<file path="config.mk">
export PLATFORM = sky130hd
export DESIGN_NAME = cpu_sequencer
export DESIGN_NICKNAME = d
export VERILOG_FILES = /design/src/rtl/cpu_sequencer.sv
export SDC_FILE = /design/constraint.sdc
export NUM_CORES = 1
export LEC_CHECK = 0
export CORE_AREA = 2 2 58 60
export CTS_CLUSTER_SIZE = 8
export DETAILED_ROUTE_END_ITERATION = 8
export DIE_AREA = 0 0 60 62
export PLACE_DENSITY = 0.77
export SYNTH_ARGS = -nofsm -noshare
export SYNTH_HDL_FRONTEND = slang
export SYNTH_SLANG_ARGS = --single-unit
</file>
<file path="constraint.sdc">
create_clock -name MCLK -period 4.6 [get_ports MCLK]
set_input_delay 0.92 -clock MCLK [delete_from_list [all_inputs] [get_ports MCLK]]
set_output_delay 0.92 -clock MCLK [all_outputs]
set_load 0.02 [all_outputs]
</file>
<file path="src/rtl/cpu_sequencer.sv">
// ---------------------------------------------------------------------------
// cpu_sequencer
//   Microsequencer that produces the control address register (CAR) walked by
//   the CPU control unit. At fetch (CAR_0) the incoming instruction word is
//   decoded into the first state of its micro-sequence. Each chain then steps
//   through consecutive CAR encodings until it reaches its terminal state. The
//   interrupt micro-sequence is inserted only at instruction boundaries.
//
// Ports
//   MCLK       in   1         CPU clock, rising edge
//   reset_n    in   1         asynchronous active-low reset
//   MDBin      in   16        instruction word being latched into IR
//   IR         in   16        current instruction register
//   N,Z,C,V    in   1 each    status flags for conditional jumps
//   INTREQ     in   1         masked interrupt request (level)
//   HOLD       in   1         memory stall; freezes the sequencer
//   CAR        out  CAR_BITS  current control address (registered)
//   IRload     out  1         IR write strobe, fetch state and not stalled
//   InstrDone  out  1         last cycle of an instruction sequence, not stalled
// ---------------------------------------------------------------------------
module cpu_sequencer #(
    parameter int CAR_BITS = 6
) (
    input  logic                MCLK,
    input  logic                reset_n,
    input  logic [15:0]         MDBin,
    input  logic [15:0]         IR,
    input  logic                N,
    input  logic                Z,
    input  logic                C,
    input  logic                V,
    input  logic                INTREQ,
    input  logic                HOLD,
    output logic [CAR_BITS-1:0] CAR,
    output logic                IRload,
    output logic                InstrDone
);

    // Every chain occupies consecutive encodings so a step is CAR+1.
    localparam logic [CAR_BITS-1:0] CAR_0        = CAR_BITS'(0);
    localparam logic [CAR_BITS-1:0] CAR_REG_REG  = CAR_BITS'(1);
    localparam logic [CAR_BITS-1:0] CAR_REG_IDX0 = CAR_BITS'(2);
    localparam logic [CAR_BITS-1:0] CAR_REG_IDX3 = CAR_BITS'(5);
    localparam logic [CAR_BITS-1:0] CAR_IND_REG0 = CAR_BITS'(6);
    localparam logic [CAR_BITS-1:0] CAR_IND_REG1 = CAR_BITS'(7);
    localparam logic [CAR_BITS-1:0] CAR_IND_IDX0 = CAR_BITS'(8);
    localparam logic [CAR_BITS-1:0] CAR_IND_IDX4 = CAR_BITS'(12);
    localparam logic [CAR_BITS-1:0] CAR_IDX_REG0 = CAR_BITS'(13);
    localparam logic [CAR_BITS-1:0] CAR_IDX_REG2 = CAR_BITS'(15);
    localparam logic [CAR_BITS-1:0] CAR_IDX_IDX0 = CAR_BITS'(16);
    localparam logic [CAR_BITS-1:0] CAR_IDX_IDX5 = CAR_BITS'(21);
    localparam logic [CAR_BITS-1:0] CAR_1OP_REG  = CAR_BITS'(22);
    localparam logic [CAR_BITS-1:0] CAR_1OP_IND0 = CAR_BITS'(23);
    localparam logic [CAR_BITS-1:0] CAR_1OP_IND2 = CAR_BITS'(25);
    localparam logic [CAR_BITS-1:0] CAR_1OP_IDX0 = CAR_BITS'(26);
    localparam logic [CAR_BITS-1:0] CAR_1OP_IDX3 = CAR_BITS'(29);
    localparam logic [CAR_BITS-1:0] CAR_PUSH_REG0 = CAR_BITS'(30);
    localparam logic [CAR_BITS-1:0] CAR_PUSH_REG2 = CAR_BITS'(32);
    localparam logic [CAR_BITS-1:0] CAR_PUSH_IND0 = CAR_BITS'(33);
    localparam logic [CAR_BITS-1:0] CAR_PUSH_IND2 = CAR_BITS'(35);
    localparam logic [CAR_BITS-1:0] CAR_PUSH_IDX0 = CAR_BITS'(36);
    localparam logic [CAR_BITS-1:0] CAR_PUSH_IDX3 = CAR_BITS'(39);
    localparam logic [CAR_BITS-1:0] CAR_CALL_REG0 = CAR_BITS'(40);
    localparam logic [CAR_BITS-1:0] CAR_CALL_REG2 = CAR_BITS'(42);
    localparam logic [CAR_BITS-1:0] CAR_CALL_IND0 = CAR_BITS'(43);
    localparam logic [CAR_BITS-1:0] CAR_CALL_IND2 = CAR_BITS'(45);
    localparam logic [CAR_BITS-1:0] CAR_CALL_IDX0 = CAR_BITS'(46);
    localparam logic [CAR_BITS-1:0] CAR_CALL_IDX3 = CAR_BITS'(49);
    localparam logic [CAR_BITS-1:0] CAR_RETI0    = CAR_BITS'(50);
    localparam logic [CAR_BITS-1:0] CAR_RETI3    = CAR_BITS'(53);
    localparam logic [CAR_BITS-1:0] CAR_JMP0     = CAR_BITS'(54);
    localparam logic [CAR_BITS-1:0] CAR_INT0     = CAR_BITS'(55);
    localparam logic [CAR_BITS-1:0] CAR_INT4     = CAR_BITS'(59);

    localparam logic [1:0] M_REG = 2'd0;
    localparam logic [1:0] M_IDX = 2'd1;
    localparam logic [1:0] M_IND = 2'd2;

    logic [CAR_BITS-1:0] r_car;
    logic [CAR_BITS-1:0] w_next;
    logic [CAR_BITS-1:0] w_dec;
    logic                w_term;
    logic                w_unused;

    // IR contents and the byte/word bit do not influence sequencing.
    assign w_unused = ^{IR, MDBin[6]};

    // Addressing mode with the constant-generator cases folded onto REG:
    // R3 always generates a constant, R2 does for As=1x; R2 with As=01 is
    // absolute addressing and stays on the indexed path.
    function automatic logic [1:0] f_mode(input logic [1:0] as, input logic [3:0] rg);
        if (rg == 4'd3 || (rg == 4'd2 && as[1]))
            return M_REG;
        case (as)
            2'b00:   return M_REG;
            2'b01:   return M_IDX;
            default: return M_IND;
        endcase
    endfunction

    function automatic logic f_is_term(input logic [CAR_BITS-1:0] car);
        case (car)
            CAR_REG_REG, CAR_REG_IDX3, CAR_IND_REG1, CAR_IND_IDX4,
            CAR_IDX_REG2, CAR_IDX_IDX5, CAR_1OP_REG, CAR_1OP_IND2,
            CAR_1OP_IDX3, CAR_PUSH_REG2, CAR_PUSH_IND2, CAR_PUSH_IDX3,
            CAR_CALL_REG2, CAR_CALL_IND2, CAR_CALL_IDX3, CAR_RETI3,
            CAR_JMP0: return 1'b1;
            default:  return 1'b0;
        endcase
    endfunction

    function automatic logic [CAR_BITS-1:0] f_decode(
        input logic [15:0] w,
        input logic n, input logic z, input logic c, input logic v);
        logic       taken;
        logic [1:0] md;
        if (w[15:12] == 4'd0) begin
            return CAR_0;
        end else if (w[15:13] == 3'b001) begin
            case (w[12:10])
                3'b000:  taken = ~z;
                3'b001:  taken = z;
                3'b010:  taken = ~c;
                3'b011:  taken = c;
                3'b100:  taken = n;
                3'b101:  taken = ~(n ^ v);
                3'b110:  taken = n ^ v;
                default: taken = 1'b1;
            endcase
            return taken ? CAR_JMP0 : CAR_0;
        end else if (w[15:12] == 4'b0001) begin
            md = f_mode(w[5:4], w[3:0]);
            case (w[9:7])
                3'b000, 3'b001, 3'b010, 3'b011:
                    return (md == M_REG) ? CAR_1OP_REG :
                           (md == M_IDX) ? CAR_1OP_IDX0 : CAR_1OP_IND0;
                3'b100:
                    return (md == M_REG) ? CAR_PUSH_REG0 :
                           (md == M_IDX) ? CAR_PUSH_IDX0 : CAR_PUSH_IND0;
                3'b101:
                    return (md == M_REG) ? CAR_CALL_REG0 :
                           (md == M_IDX) ? CAR_CALL_IDX0 : CAR_CALL_IND0;
                3'b110:  return CAR_RETI0;
                default: return CAR_0;
            endcase
        end else begin
            md = f_mode(w[5:4], w[11:8]);
            case (md)
                M_REG:   return w[7] ? CAR_REG_IDX0 : CAR_REG_REG;
                M_IDX:   return w[7] ? CAR_IDX_IDX0 : CAR_IDX_REG0;
                default: return w[7] ? CAR_IND_IDX0 : CAR_IND_REG0;
            endcase
        end
    endfunction

    always_ff @(posedge MCLK or negedge reset_n) begin
        if (!reset_n)
            r_car <= CAR_0;
        else
            r_car <= w_next;
    end

    always_comb begin
        w_next = r_car;
        w_term = f_is_term(r_car);
        w_dec  = f_decode(MDBin, N, Z, C, V);
        if (HOLD) begin
            w_next = r_car;
        end else if (r_car == CAR_0) begin
            // A fetch that yields no sequence (NOP, untaken jump) is itself
            // an instruction boundary.
            w_next = (w_dec == CAR_0 && INTREQ) ? CAR_INT0 : w_dec;
        end else if (w_term) begin
            w_next = INTREQ ? CAR_INT0 : CAR_0;
        end else if (r_car >= CAR_INT4) begin
            // INT4 always returns to fetch; unused encodings recover there too.
            w_next = CAR_0;
        end else begin
            w_next = r_car + CAR_BITS'(1);
        end
    end

    assign CAR       = r_car;
    assign IRload    = (r_car == CAR_0) & ~HOLD;
    assign InstrDone = w_term & ~HOLD;

endmodule
</file>
Word-level counts from Yosys, hierarchy flattened
Memories as Yosys holds them, arrays and structs flattened.
Index checks and enable logic that the tools add are counted.
{ "op_classes": {"addsub": 1, "order_cmp": 1, "eq_ne": 21, "mux": 42, "bitwise": 7, "reduce_logical": 14} }
{ "op_table": {"columns": ["op", "count"], "rows": [
  ["$mux W6", 10],
  ["$pmux W6 S4", 1],
  ["$mux W2", 11],
  ["$eq A3 B3 Y1 const B", 6],
  ["$eq A4 B2 Y1 const B", 4],
  ["$eq A3 B2 Y1 const B", 4],
  ["$logic_not A6 Y1", 2],
  ["$mux W4", 3],
  ["$mux W1", 10],
  ["$pmux W5 S2", 1],
  ["$eq A3 B1 Y1 const B", 3],
  ["$mux W3", 3],
  ["$pmux W1 S7", 1],
  ["$add A6 B1 Y6 const B", 1],
  ["$eq A2 B1 Y1 const B", 3],
  ["$ge A6 B6 Y1 const B", 1],
  ["$logic_not A2 Y1", 3],
  ["$logic_not A3 Y1", 2],
  ["$mux W5", 1],
  ["$eq A4 B1 Y1 const B", 1],
  ["$logic_not A4 Y1", 1],
  ["$not A1 Y1", 4],
  ["$pmux W2 S2", 1],
  ["$reduce_or A4 Y1", 1],
  ["other kinds (4)", 8]
]} }
{ "word_totals": {"register_bits": 6, "mem_bits_ro": 64, "in_bits": 40, "memories": 1} }
{ "memory_table": {"columns": ["memory", "words", "word_bits", "rd", "rd_clocked_by_memory_dff", "wr", "line_no", "text"], "rows": [
  ["(no name shown)", 64, 1, 1, 0, 0, "102", "case (car)"]
]} }

Logic depth before layout (Yosys ltp)
Gate-level depths: netlist (run 1).
{ "logic_depth": {"word_depth": 22, "depth_mapped": 8, "mapped_depth_nobuf": 8} }

Worst setup path after synthesis (run 1)
No wires, ideal clock.
{ "synth_timing": {"path_kind": "reg-to-output", "start": "register r_car[0], in the netlist CAR[0]", "end": "output port InstrDone", "t_arrival_ns": 2.030, "required_ns": 3.680, "path_slack_ns": 1.650, "stages_incl_launch_ff": 8, "path_buffers": 0, "path_cell_list": "dfrtp_1 > inv_1 > ha_1 > mux2_2 > a31o_2 > o2bb2ai_1 > or2_1 > nor2_1"} }
{ "synth_between": {"elab_chain_len": 2} }
{ "synth_rtl": {"columns": ["element", "line_no", "text"], "rows": [
  ["start: declaration", "79", "logic [CAR_BITS-1:0] r_car;"],
  ["start signal: assignment", "160", "r_car <= w_next;"],
  ["$mem_v2 Z64 W1", null, null],
  ["$and A1 B1 Y1", "185", "assign InstrDone = w_term & ~HOLD;"],
  ["end: declaration", "36", "output logic InstrDone"]
]} }
No other way between the ends.

Final worst setup path (run 1)
Ends and elaborated chain as after synthesis.

==> results.json, run 1 <==
{
  "outcome": "complete, no violations",
  "leakagePower_nw": 0.564,
  "cts.htree.levels": 1,
  "finalSetupViolations": 0,
  "rsz0062_at_grt": "no",
  "layout-drive-gt1-share_pct": 9.24,
  "dpl.cell_count": 227,
  "die_y_um": 62,
  "initial_utilization_pct": 36.8,
  "hold_viol_final": 0,
  "cts_resized": 0,
  "clk_path_buf_depth": 2,
  "finClkSkew_ps": 2.95,
  "cts_sinks": 6,
  "grt_pass1_wl_um": 5040,
  "via_count": 1286,
  "path_clk_slew_ps": 40,
  "total_power_mw": 0.671,
  "muxShareOfSynthArea_pct": 2.89,
  "synth_top_family_by_area": "compound AO/OA/AOI/OAI gates",
  "routed_wl_um": 2870,
  "final_area_um2": 1510,
  "synthesis.area_um2": 1170,
  "final_cells": 230,
  "fmax_mhz": 265,
  "final_nets": 230,
  "synth_seq_cells": 6,
  "yosysTopAreaCellShare_pct": 12.8,
  "ir_worst_vdd_mv": 0.135,
  "synth_compound_area_share_pct": 41.5,
  "end_kind": "output port",
  "cts_tree": "built",
  "fill_cells": 328,
  "dp_hpwl_um": 2320,
  "placed_area_um2": 1480,
  "final_cell_mix": "clkdlybuf4s50_1, nor2_1, a21oi_1, o21ai_0, nand2_1",
  "root_buffer": "clkbuf_4",
  "post_cts_buffers": 0,
  "p_per_area_nw_per_um2": 445,
  "cp.arrival_ps": 2860,
  "critPathKind": "reg2out",
  "insertedDiodeCount": 0,
  "synth_cell_types": 62,
  "gr-total-overflow": 0,
  "postRouteAntennaNets": 0,
  "fin_hold_ws_ps": 706,
  "core_area_um2": 3180,
  "gp_congestion": 0.882,
  "syn_inst": 159,
  "synth_edf_count": 0,
  "hold_path.class": "reg2reg",
  "final_max_slew_viol_count": 0,
  "grt_usage_pct": 17.1,
  "rows": 21,
  "viasPerCell": 5.59,
  "antenna_found_initial": 0,
  "detail_route.first_pass.iterations": 4,
  "fin_crit_sh_pct": 82.2,
  "required_ps": 3680,
  "min_period_ps": 3780,
  "wire_per_inst_um": 12.5,
  "ys_warn_count": 0,
  "boundaryPins": 48,
  "ys.flop_type": "dfrtp_1",
  "relSlewSlack_pct": 63.0,
  "drc_errors": 0,
  "tns_ps": 0,
  "insertion_delay_ps": 250,
  "tightest_slew_ps": 547,
  "syn_nets": 203,
  "synth_adder_area_share_pct": 4.28,
  "synthArstFlopShare_pct": 100,
  "cp-start-kind": "register",
  "yosys.area_share.simple_pct": 31.9,
  "largest_reg_flops": 6,
  "drtIter0Drc": 96,
  "yosys-top-cells-area": "dfrtp_1, a21oi_1, nor2_1",
  "maxCapViolCount": 0,
  "synth-xor-area-share_pct": 0,
  "crit_fanout": 8,
  "grt_max_degree": 13,
  "io_buffers": 30,
  "syn_avg_cell_area_um2": 7.36,
  "cts_hold_buffers": 0,
  "syn2layout_area_growth_pct": 28.8,
  "fp.dieW_um": 60,
  "ys_seq_area_share_pct": 12.8,
  "cts_buffers": 3,
  "dieArea_um2": 3720,
  "grt_pass1_vias": 1221,
  "final_common_cell": "clkdlybuf4s50_1",
  "synth_area_leader_cell": "dfrtp_1"
}
## per-layer routing
metal  track usage, %  up-vias  wire length [um]
li1                 -      673                 -
met1             21.4      574              1340
met2             31.1       36              1410
met3             1.24        3               103
met4             5.71        0                14
met5                0        -                 0
## cell usage after synthesis (3+ instances only)
master    instances
o22ai_1           3
nand2_1          10
inv_1             9
ha_1              4
and2_1            3
a21boi_0          3
mux2_2            3
a21oi_1          13
o32ai_1           3
dfrtp_1           6
nand3_1           3
o22a_1            3
nor3b_1           4
o21ai_0          11
nand2b_1          4
clkbuf_1          4
nor2_1           17
## per-stage QoR
step           utilization (%)  worst slack [ps]
6_report                  47.4               821
5_1_grt                   47.4               621
4_1_cts                   47.4               823
3_5_place_dp              46.7              1070
3_3_place_gp              46.7              1060
2_1_floorplan                -              1650
## power breakdown
group          switching (mW)  internal [mW]
Sequential             0.0566         0.0785
Combinational           0.250          0.237
Clock                  0.0190         0.0295
## critical path: stages (launching register included)
cell             delay (ps)
dfrtp_1                 430
inv_1                   110
ha_1                    370
mux2_2                  280
a31o_2                  250
o2bb2ai_1               390
or2_1                   190
nor2_1                   40
clkdlybuf4s50_1         540
## cells by family after synthesis
group,Yosys count
AOI/OAI and AO/OA,65
and+or+nand+nor,64
buffers and inverters,17
DFF,6
adders and majority gates,4
muxes,3
## cell type report
cell class / count / area, um2 / area share [%]
Clock buffer: 3 / 22.5 / 1.50
Tap cell: 46 / 57.6 / 3.82
Timing Repair Buffer: 30 / 300 / 19.9
Multi-Input combinational cell: 136 / 942 / 62.5
Sequential cell: 6 / 150 / 9.97
Inverter: 9 / 33.8 / 2.24
## final timing paths
check,from,end,slack (ps),depth (start not counted)
max in group asynchronous,reset_n,CAR[5],3470,1
setup / recovery,CAR[0],InstrDone,820,8
hold / removal,CAR[1],CAR[1],710,2
min in group asynchronous,reset_n,CAR[4],910,1
hold reg to reg,CAR[1],CAR[1],710,2
setup reg to reg,CAR[0],CAR[1],2120,8
Note: power is estimated with default switching activity, not from simulation.
==> inputs of run 2 (changes only) <==
PLACE_DENSITY = 0.8   (was 0.77)
clock period = 3.02 ns   (was 4.6 ns; I/O delays follow)
==> run 2 against run 1 <==
Compared with the run above:
- combinational power rose by 71%
- clock-buffer cell count did not move
- largest power group unchanged
- register-to-register slack got worse by 1400 ps
- sequential power rose by 41%
- routed wire length rose by 8.3%
- via count rose by 8.5%
- non-clock buffer count rose by 13
==> results.json, run 2 (same netlist as run 1, synthesis figures left out) <==
{
  "grt_pass1_vias": 1262,
  "cp.arrival_ps": 2210,
  "ir_worst_vdd_mv": 0.205,
  "final_max_slew_viol_count": 0,
  "dieArea_um2": 3720,
  "leakagePower_nw": 0.632,
  "cts.htree.levels": 1,
  "viasPerCell": 5.74,
  "end_kind": "output port",
  "cts_tree": "built",
  "largest_reg_flops": 6,
  "routed_wl_um": 3110,
  "detail_route.first_pass.iterations": 4,
  "grt_pass1_wl_um": 5330,
  "final_cell_mix": "clkdlybuf4s50_1, nor2_1, a21oi_1, buf_4, o21ai_0",
  "dpl.cell_count": 240,
  "hold_viol_final": 0,
  "initial_utilization_pct": 36.8,
  "power.internal_mw": 0.575,
  "gr-total-overflow": 0,
  "io_buffers": 30,
  "antenna_found_initial": 0,
  "wire_per_inst_um": 12.8,
  "syn2layout_area_growth_pct": 37.5,
  "post_cts_buffers": 0,
  "regToRegStartpoint": "CAR[0]",
  "grt_max_degree": 13,
  "min_period_ps": 2820,
  "cp-startpoint": "CAR[0]",
  "swShare_pct": 47.6,
  "critPathKind": "reg2out",
  "via_count": 1395,
  "required_ps": 2420,
  "insertedDiodeCount": 0,
  "maxCapViolCount": 0,
  "boundaryPins": 48,
  "root_buffer": "clkbuf_4",
  "insertion_delay_ps": 250,
  "layout-drive-gt1-share_pct": 15.7,
  "path_clk_slew_ps": 40,
  "fmax_mhz": 355,
  "core_area_um2": 3180,
  "final_cells": 243,
  "rows": 21,
  "clk_path_buf_depth": 2,
  "fin_ws_ps": 202,
  "finalSetupViolations": 0,
  "p_per_area_nw_per_um2": 682,
  "fin_crit_sh_pct": 93.3,
  "die_y_um": 62,
  "dp_slack_ps": 108,
  "dp_hpwl_um": 2530,
  "p_comb_share_pct": 75.8,
  "tightest_slew_ps": 527,
  "fin_hold_ws_ps": 594,
  "total_power_mw": 1.10,
  "fin_util_pct": 50.6,
  "drtIter0Drc": 97,
  "tns_ps": 0,
  "p_seq_share_pct": 17.3,
  "finClkSkew_ps": 1.61,
  "pwr-share-clk_pct": 6.9,
  "fp.dieW_um": 60,
  "postRouteAntennaNets": 0,
  "final_nets": 243,
  "placed_area_um2": 1580,
  "fill_cells": 326,
  "gp_congestion": 0.884,
  "r2r_cells": 8,
  "grt_usage_pct": 18.1,
  "cts_hold_buffers": 0,
  "timing.rr.end": "CAR[4]",
  "rrSetupSlack_ps": 760,
  "relSlewSlack_pct": 64.6,
  "drc_errors": 0,
  "final_area_um2": 1610,
  "crit_fanout": 5,
  "cp-start-kind": "register",
  "endpoint": "InstrDone",
  "outcome": "complete, no violations",
  "rsz0062_at_grt": "no",
  "cts_sinks": 6,
  "multiInputGateArea_um2": 948,
  "final_common_cell": "clkdlybuf4s50_1",
  "cts_buffers": 3,
  "hold_path.class": "reg2reg",
  "seq_area_um2": 150,
  "power.switching_mw": 0.522
}
[run 2: changes by cell type in the layout (fill, tap and decap cells not counted), sizes merged]
cell | previous run | this run
clkdlybuf4s50 | 30 | 29
buf | 0 | 13
dlygate4sd2 | 0 | 1
[run 2: area by class of cell]
cell class                      count  area share (%)
Multi-Input combinational cell    136            58.9
Timing Repair Buffer               43            24.7
Sequential cell                     6            9.33
Tap cell                           46            3.58
Inverter                            9            2.10
Clock buffer                        3            1.40
[run 2: worst min path at each step]
| stage | startpoint | end | slack, ps | cells after the start |
|---|---|---|---|---|
| floorplan | reset_n | CAR[0] | 310 | 0 |
| global placement | CAR[0] | CAR[0] | 570 | 3 |
| detailed placement | CAR[0] | CAR[0] | 590 | 3 |
| CTS | CAR[0] | CAR[0] | 600 | 3 |
| global route | reset_n | CAR[2] | 620 | 1 |
| finish | CAR[0] | CAR[0] | 590 | 3 |
[run 2: timing repair]
item | CTS | global route
endpoints found under the setup margin | 1 | 1
cloned | 0 | 0
resized for setup | 1 | 1
[run 2: layer usage]
metal | track usage, % | part of all wire, % | vias to the layer above
met4 | 8.57 | 1.8 | 0
met5 | 0 | 0 | -
met2 | 31.2 | 48 | 51
met1 | 23.1 | 46 | 635
li1 | - | - | 703
met3 | 1.04 | 4.2 | 6
[run 2: critical path, cell delays in order (launching register included)]
cell,delay (ps)
dfrtp_1,370
inv_1,120
ha_1,300
mux2_2,280
a31o_2,260
o2bb2ai_2,130
or2_1,160
nor2_1,50
dlygate4sd2_1,310
[run 2: power by group through the flow]
stage	registers, mW	logic [mW]	clock network (mW)
6_report	0.190	0.831	0.0753
5_1_grt	0.200	0.931	0.0807
4_1_cts	0.189	0.817	0.0763
2_1_floorplan	0.205	0.512	0
3_3_place_gp	0.190	0.801	0
3_5_place_dp	0.190	0.819	0
